## src/rtl/serial_adder.sv

```systemverilog
// rtl/serial_adder.sv - multi-cycle CHUNK-per-cycle adder; optional subtract via SERIAL_ADDER_SUB_EN
module serial_adder #(
  parameter int WIDTH = 16,
  parameter int CHUNK = 4
) (
  input  logic             clk,
  input  logic             rst_n,
  input  logic             start_valid,
  output logic             start_ready,
  input  logic [WIDTH-1:0] a,
  input  logic [WIDTH-1:0] b,
  input  logic             cin,
`ifdef SERIAL_ADDER_SUB_EN
  input  logic             sub,
`endif
  output logic             result_valid,
  input  logic             result_ready,
  output logic [WIDTH-1:0] s,
  output logic             cout,
  output logic             ovf
);

  localparam int N  = WIDTH / CHUNK;
  localparam int CW = (N > 1) ? $clog2(N) : 1;

  localparam logic [1:0] IDLE = 2'd0;
  localparam logic [1:0] RUN  = 2'd1;
  localparam logic [1:0] DONE = 2'd2;

  logic [1:0]       state_q, state_d;
  logic [WIDTH-1:0] a_q, a_d;
  logic [WIDTH-1:0] b_q, b_d;
  logic [WIDTH-1:0] s_q, s_d;
  logic             carry_q, carry_d;
  logic [CW-1:0]    cnt_q, cnt_d;
  logic             cout_q, cout_d;
  logic             ovf_q, ovf_d;

  logic [CHUNK:0]       slice;
  logic                 carry_into_msb;
  logic [WIDTH+CHUNK-1:0] s_shift;
  logic                 accept;
  logic [WIDTH-1:0]     b_load;
  logic                 carry_load;

  assign accept = (state_q == IDLE) && start_valid;

`ifdef SERIAL_ADDER_SUB_EN
  // Subtraction is a + ~b + 1; cin is ignored in that mode.
  assign b_load     = sub ? ~b : b;
  assign carry_load = sub ? 1'b1 : cin;
`else
  assign b_load     = b;
  assign carry_load = cin;
`endif

  assign slice = {1'b0, a_q[CHUNK-1:0]} + {1'b0, b_q[CHUNK-1:0]}
               + {{CHUNK{1'b0}}, carry_q};
  // Carry into a bit position is recoverable as a ^ b ^ sum at that position.
  assign carry_into_msb = a_q[CHUNK-1] ^ b_q[CHUNK-1] ^ slice[CHUNK-1];
  assign s_shift = {slice[CHUNK-1:0], s_q};

  always_comb begin
    state_d = state_q;
    a_d     = a_q;
    b_d     = b_q;
    s_d     = s_q;
    carry_d = carry_q;
    cnt_d   = cnt_q;
    cout_d  = cout_q;
    ovf_d   = ovf_q;
    case (state_q)
      IDLE: begin
        if (accept) begin
          a_d     = a;
          b_d     = b_load;
          carry_d = carry_load;
          cnt_d   = '0;
          state_d = RUN;
        end
      end
      RUN: begin
        s_d     = s_shift[WIDTH+CHUNK-1:CHUNK];
        a_d     = a_q >> CHUNK;
        b_d     = b_q >> CHUNK;
        carry_d = slice[CHUNK];
        cnt_d   = cnt_q + CW'(1);
        if (cnt_q == CW'(N - 1)) begin
          cout_d  = slice[CHUNK];
          ovf_d   = carry_into_msb ^ slice[CHUNK];
          state_d = DONE;
        end
      end
      DONE: begin
        if (result_ready) state_d = IDLE;
      end
      default: state_d = IDLE;
    endcase
  end

  always_ff @(posedge clk or negedge rst_n) begin
    if (!rst_n) begin
      state_q <= IDLE;
      a_q     <= '0;
      b_q     <= '0;
      s_q     <= '0;
      carry_q <= 1'b0;
      cnt_q   <= '0;
      cout_q  <= 1'b0;
      ovf_q   <= 1'b0;
    end else begin
      state_q <= state_d;
      a_q     <= a_d;
      b_q     <= b_d;
      s_q     <= s_d;
      carry_q <= carry_d;
      cnt_q   <= cnt_d;
      cout_q  <= cout_d;
      ovf_q   <= ovf_d;
    end
  end

  assign start_ready  = (state_q == IDLE);
  assign result_valid = (state_q == DONE);
  assign s            = s_q;
  assign cout         = cout_q;
  assign ovf          = ovf_q;

endmodule

```

## config.mk

```make
export PLATFORM = sky130hd
export DESIGN_NAME = serial_adder
export DESIGN_NICKNAME = d
export VERILOG_FILES = /design/src/rtl/serial_adder.sv
export SDC_FILE = /design/constraint.sdc
export NUM_CORES = 1
export LEC_CHECK = 0
export BUFFER_PORTS_ARGS = -buffer_cell sky130_fd_sc_hd__buf_2
export CELL_PAD_IN_SITES_DETAIL_PLACEMENT = 1
export CELL_PAD_IN_SITES_GLOBAL_PLACEMENT = 2
export CORE_UTILIZATION = 35
export DETAILED_ROUTE_END_ITERATION = 8
export PLACE_DENSITY = 0.92
export SYNTH_ARGS = -nofsm -noshare
export SYNTH_HDL_FRONTEND = slang
export SYNTH_SLANG_ARGS = --single-unit
```

## constraint.sdc

```tcl
create_clock -name clk -period 3.52 [get_ports clk]
set_input_delay 0.704 -clock clk [delete_from_list [all_inputs] [get_ports clk]]
set_output_delay 0.704 -clock clk [all_outputs]
set_load 0.05 [all_outputs]
```

==> results.sh, run 1 <==
export IMPL_status="finished clean"
export IMPL_io_pins=57
export IMPL_rsz0062_at_grt="no"
export IMPL_nets=362
export IMPL_drc_errors=0
export IMPL_syn_nets=312
export IMPL_cp_startpoint="state_q[0]$_DFFE_PN0P_"
export IMPL_num_vias=2148
export IMPL_cap_viol_max_count=0
export IMPL_crit_path_end_kind="primary output"
export IMPL_worstReg2RegStart="state_q[0]$_DFFE_PN0P_"
export IMPL_cts_sinks=55
export IMPL_firstDrtPassIters=4
export IMPL_antenna_found_initial=0
export IMPL_crit_chain="buf_4, nor2_1, buf_2"
export IMPL_die_y_microns=87.8
export IMPL_synth_cell_types=29
export IMPL_slowest_delay_ns=0.77
export IMPL_dpl_cell_area_sq_mm=0.00292
export IMPL_clk_pin_slew_ns=0.10
export IMPL_synthCells=269
export IMPL_cp_start_kind="flip-flop"
export IMPL_grt_pass1_wl_mm=11.3
export IMPL_slew_viol_final=0
export IMPL_ant_nets=0
export IMPL_grt_max_degree=33
export IMPL_drtIter0Drc=80
export IMPL_track_usage=0.189
export IMPL_ir_drop_mv=0.389
export IMPL_fin_cells=415
export IMPL_cp_max_fo=21
export IMPL_p_leak_nw=1.45
export IMPL_power_density_mw_per_mm2=957
export IMPL_fill_cells=814
export IMPL_yosysWarningCount=0
export IMPL_relSlewSlack=0.538
export IMPL_period_share=0.696
export IMPL_min_path_type="in2async"
export IMPL_ys_ff_latch=55
export IMPL_min_period_ns=2.45
export IMPL_multiInputGateArea_sq_mm=0.00107
export IMPL_dieArea_sq_mm=0.00771
export IMPL_fin_worst_skew_ns=0.0154
export IMPL_grt_pass1_vias=2229
export IMPL_cpMaxStageDelayCell="dfrtp_1"
export IMPL_root_buffer="clkbuf_8"
export IMPL_cts_buffer_depth=2
export IMPL_setup_viol=0
export IMPL_cts_hold_buffers=0
export IMPL_wl_mm=6.50
export IMPL_clk_latency_ns=0.31
export IMPL_drive_above_1_share=0.229
export IMPL_cts_made_buffers=5
export IMPL_dp_cells=408
export IMPL_synth_cell_area_sq_mm=0.00258
export IMPL_via_per_inst=5.18
export IMPL_finalHoldViolations=0
export IMPL_tightest_slew_ns=0.691
export IMPL_ys_seq_area_frac=0.534
export IMPL_die_w_microns=87.8
export IMPL_port_buffer_count=56
export IMPL_required_ns=2.82
export IMPL_n_antenna_cell=0
export IMPL_hpwl_mm=4.61
export IMPL_syn_avg_cell_area_sq_um=9.58
export IMPL_h_tree_depth=2
export IMPL_fin_setup_tns_ns=0
export IMPL_num_rows=30
export IMPL_design_area_sq_mm=0.00301
export IMPL_cts_resized=0
export IMPL_fmax_mhz=408
export IMPL_initial_core_util=0.371
export IMPL_crit_type="reg2out"
export IMPL_crit_arrival_ns=1.75
export IMPL_grt_overflow=0
export IMPL_post_cts_buffers=0
export IMPL_regArea_sq_mm=0.00138
export IMPL_area_growth_pct=16.7
export IMPL_reg2reg_depth=4
export IMPL_wl_per_cell_microns=15.7
export IMPL_cts_tree="built"
export IMPL_gp_congestion=0.742
export IMPL_core_area_sq_mm=0.00694
-- final timing paths --
path	endpoint	slack, ns
max	start_ready	1.07
min	a_q[5]$_DFFE_PN0P_	0.43
max reg2reg	a_q[3]$_DFFE_PN0P_	1.38
min reg2reg	s[2]$_DFFE_PN0N_	0.47
max in group asynchronous	state_q[0]$_DFFE_PN0P_	2.39
min in group clk	s[2]$_DFFE_PN0N_	0.47
-- worst max-delay path, delay by kind of cell (launching register included) --
family	cells	cell delay, ns
buf+inv	2	0.59
flops	1	0.77
simple gates	1	0.09
-- layout make-up --
type / instances / area share
Tap cell: 96 / 0.0400
Timing Repair Buffer: 62 / 0.108
Multi-Input combinational cell: 188 / 0.355
Inverter: 7 / 0.00874
Clock buffer: 6 / 0.0275
Sequential cell: 55 / 0.458
Clock inverter: 1 / 0.00291
-- cell families after synthesis --
logic type	synth area share
AO/OA/AOI/OAI	0.218
XOR/XNOR	0.0102
adder cells (fa/ha/maj)	0.0350
buffers and inverters	0.0524
flip-flops	0.534
AND/OR/NAND/NOR	0.150
-- routing by layer --
metal	global-route usage	wire [microns]
met5	0	0
met2	0.316	3100
met1	0.260	3130
met3	0.0245	229
met4	0.0447	33
-- Yosys cell counts, drive strengths merged --
master,count,share of area
nand2,59,0.086
dfrtp,55,0.53
o21ai,35,0.069
a22oi,24,0.070
a21oi,22,0.043
nor2b,21,0.052
buf,14,0.035
inv,7,0.010
clkbuf,5,0.0073
nor2,5,0.0073
a22o,4,0.014
ha,4,0.019
a2bb2oi,2,0.0068
fa,2,0.016
xor2,2,0.0068
a21o,1,0.0029
a32o,1,0.0039
and2,1,0.0024
nand2b,1,0.0024
o22ai,1,0.0024
o2bb2ai,1,0.0034
o31ai,1,0.0029
xnor2,1,0.0034
-- power by group --
part           total [W]  leakage (nW)  internal (W)  switching [W]
clock network   0.000363        0.0477      0.000159       0.000204
logic            0.00140         0.696      0.000437       0.000965
registers        0.00111         0.708      0.000896       0.000217
total            0.00288          1.45       0.00149        0.00139
-- cells in the final DEF, fill, tap and decap left out --
master     count
nand2_1       59
buf_2         56
dfrtp_1       55
a22oi_1       24
a21oi_1       22
o21ai_1       22
nor2b_1       19
o21ai_0       12
inv_1          6
clkbuf_8       6
buf_4          6
nor2_1         5
a22o_1         4
ha_1           4
nor2b_2        2
xor2_1         2
a2bb2oi_1      2
fa_1           2
inv_2          1
o21ai_2        1
o31ai_1        1
and2_1         1
a21o_1         1
nand2b_1       1
o2bb2ai_1      1
o22ai_1        1
xnor2_1        1
a32o_1         1
inv_6          1
-- stage by stage --
| stage | setup slack [ns] | hold WS (ns) | utilization | power (W) |
|---|---|---|---|---|
| after floorplan | 1.44 | 0.408 | - | 0.00219 |
| after global placement | 1.39 | 0.454 | 0.420 | 0.00246 |
| final | 1.07 | 0.433 | 0.433 | 0.00288 |
| after detailed placement | 1.33 | 0.457 | 0.420 | 0.00255 |
| after global routing | 0.993 | 0.482 | 0.433 | 0.00312 |
| after CTS | 1.07 | 0.456 | 0.433 | 0.00291 |
-- sequential cells by signal, summed over array words and instances, names as in the netlist --
| signal | count |
|---|---|
| state_q | 2 |
| s | 16 |
| cnt_q | 2 |
| b_q | 16 |
| ovf | 1 |
| cout | 1 |
| carry_q | 1 |
| a_q | 16 |
No activity file was read; power rests on OpenSTA's default activity.
==> inputs of run 2 (changes only) <==
Settings changed: CORE_UTILIZATION 35 to 33, PLACE_DENSITY 0.92 to 0.88.
Clock period 3.52 ns to 2.5 ns, I/O delays scaled along.
==> results.sh, run 2 (same netlist as run 1, synthesis figures left out) <==
export IMPL_grt_overflow=0
export IMPL_nets=367
export IMPL_setup_viol=0
export IMPL_period_share=0.803
export IMPL_wl_mm=6.43
export IMPL_track_usage=0.170
export IMPL_gp_congestion=0.780
export IMPL_crit_arrival_ns=1.51
export IMPL_status="finished clean"
export IMPL_clk_pin_slew_ns=0.10
export IMPL_ant_nets=0
export IMPL_drive_above_1_share=0.240
export IMPL_fin_worst_skew_ns=0.00467
export IMPL_required_ns=2.00
export IMPL_num_vias=2146
export IMPL_core_area_sq_mm=0.00741
export IMPL_grt_max_degree=23
export IMPL_post_cts_buffers=0
export IMPL_crit_path_end_kind="primary output"
export IMPL_rsz0062_at_grt="no"
export IMPL_min_path_type="in2async"
export IMPL_wl_per_cell_microns=15.2
export IMPL_cts_buffer_depth=2
export IMPL_cts_made_buffers=5
export IMPL_num_rows=31
export IMPL_layout_commonest_cell="nand2_1"
export IMPL_die_w_microns=90.4
export IMPL_antenna_found_initial=0
export IMPL_n_antenna_cell=0
export IMPL_ir_drop_mv=0.332
export IMPL_via_per_inst=5.06
export IMPL_fill_cells=876
export IMPL_io_pins=57
export IMPL_cts_sinks=55
export IMPL_drtIter0Drc=93
export IMPL_power_density_mw_per_mm2=1340
export IMPL_cap_viol_max_count=0
export IMPL_h_tree_depth=2
export IMPL_final_core_util=0.413
export IMPL_relSlewSlack=0.551
export IMPL_p_leak_nw=1.48
export IMPL_tightest_slew_ns=0.674
export IMPL_r2r_slack_ns=0.71
export IMPL_initial_core_util=0.348
export IMPL_dieArea_sq_mm=0.00816
export IMPL_cp_start_kind="flip-flop"
export IMPL_fin_setup_tns_ns=0
export IMPL_min_period_ns=2.01
export IMPL_cts_tree="built"
export IMPL_area_growth_pct=18.6
export IMPL_port_buffer_count=56
export IMPL_layout_common_cells="59 x nand2_1, 56 x buf_2, 55 x dfrtp_1, 24 x a22oi_1"
export IMPL_drc_errors=0
export IMPL_slew_viol_final=0
export IMPL_root_buffer="clkbuf_8"
export IMPL_die_y_microns=90.4
export IMPL_finalHoldViolations=0
export IMPL_clk_latency_ns=0.31
export IMPL_cp_max_fo=22
export IMPL_cts_resized=0
export IMPL_grt_pass1_wl_mm=11.2
export IMPL_grt_pass1_vias=2198
export IMPL_fmax_mhz=498
export IMPL_firstDrtPassIters=4
export IMPL_cts_hold_buffers=0
export IMPL_hpwl_mm=4.62
export IMPL_crit_type="reg2out"
run 2: cell types whose count changed in the layout (fill, tap and decap cells not counted):
cell	before	now
inv_6	1	0
buf_4	6	11
clkbuf_8	6	7
clkbuf_1	0	1
run 2: critical path: stages, from the launching register on:
cell     delay [ns]
dfrtp_1        0.79
nor2_1         0.15
buf_2          0.25
run 2: through the flow:
step	std cells	area [sq um]	setup slack [ns]	total power, W	hold WS (ns)
final	424	3060	0.493	0.00410	0.0649
after global routing	424	3060	0.387	0.00445	0.0706
after global placement	416	2960	0.685	0.00352	0.410
after detailed placement	416	2960	0.669	0.00360	0.409
after floorplan	269	2580	0.620	0.00308	0.204
after CTS	424	3060	0.472	0.00415	0.0663
run 2: path summary, 6_finish.rpt:
kind | start | endpoint | depth (start not counted)
max reg2reg | a_q[0]$_DFFE_PN0P_ | ovf$_DFFE_PN0P_ | 7
min in group clk | result_ready | state_q[1]$_DFFE_PN0P_ | 2
min | rst_n | s[11]$_DFFE_PN0N_ | 1
max | state_q[0]$_DFFE_PN0P_ | result_valid | 2
max in group asynchronous | rst_n | a_q[3]$_DFFE_PN0P_ | 2
min reg2reg | s[0]$_DFFE_PN0N_ | s[0]$_DFFE_PN0N_ | 2
run 2: final cells by class:
type / instances / area, sq um / area share
multi-input combinational: 188 / 1070 / 0.349
timing repair buffer: 67 / 363 / 0.119
tap: 99 / 124 / 0.0405
sequential: 55 / 1380 / 0.450
clock buffer: 8 / 100 / 0.0327
inverter: 7 / 26.3 / 0.00860
run 2: where the power goes:
part           internal [W]  switching (W)  total [W]
combinational      0.000649        0.00132    0.00197
sequential          0.00126       0.000321    0.00158
clock              0.000254       0.000292   0.000546
total               0.00216        0.00194    0.00410
run 2: metal layers:
metal	wire, microns	GRT usage	part of all wire	vias up
met5	0	0	0	-
met4	40	0.0390	0.0062	0
met3	271	0.0362	0.042	4
met2	3060	0.277	0.48	53
met1	3060	0.232	0.48	1062
li1	-	-	-	1027
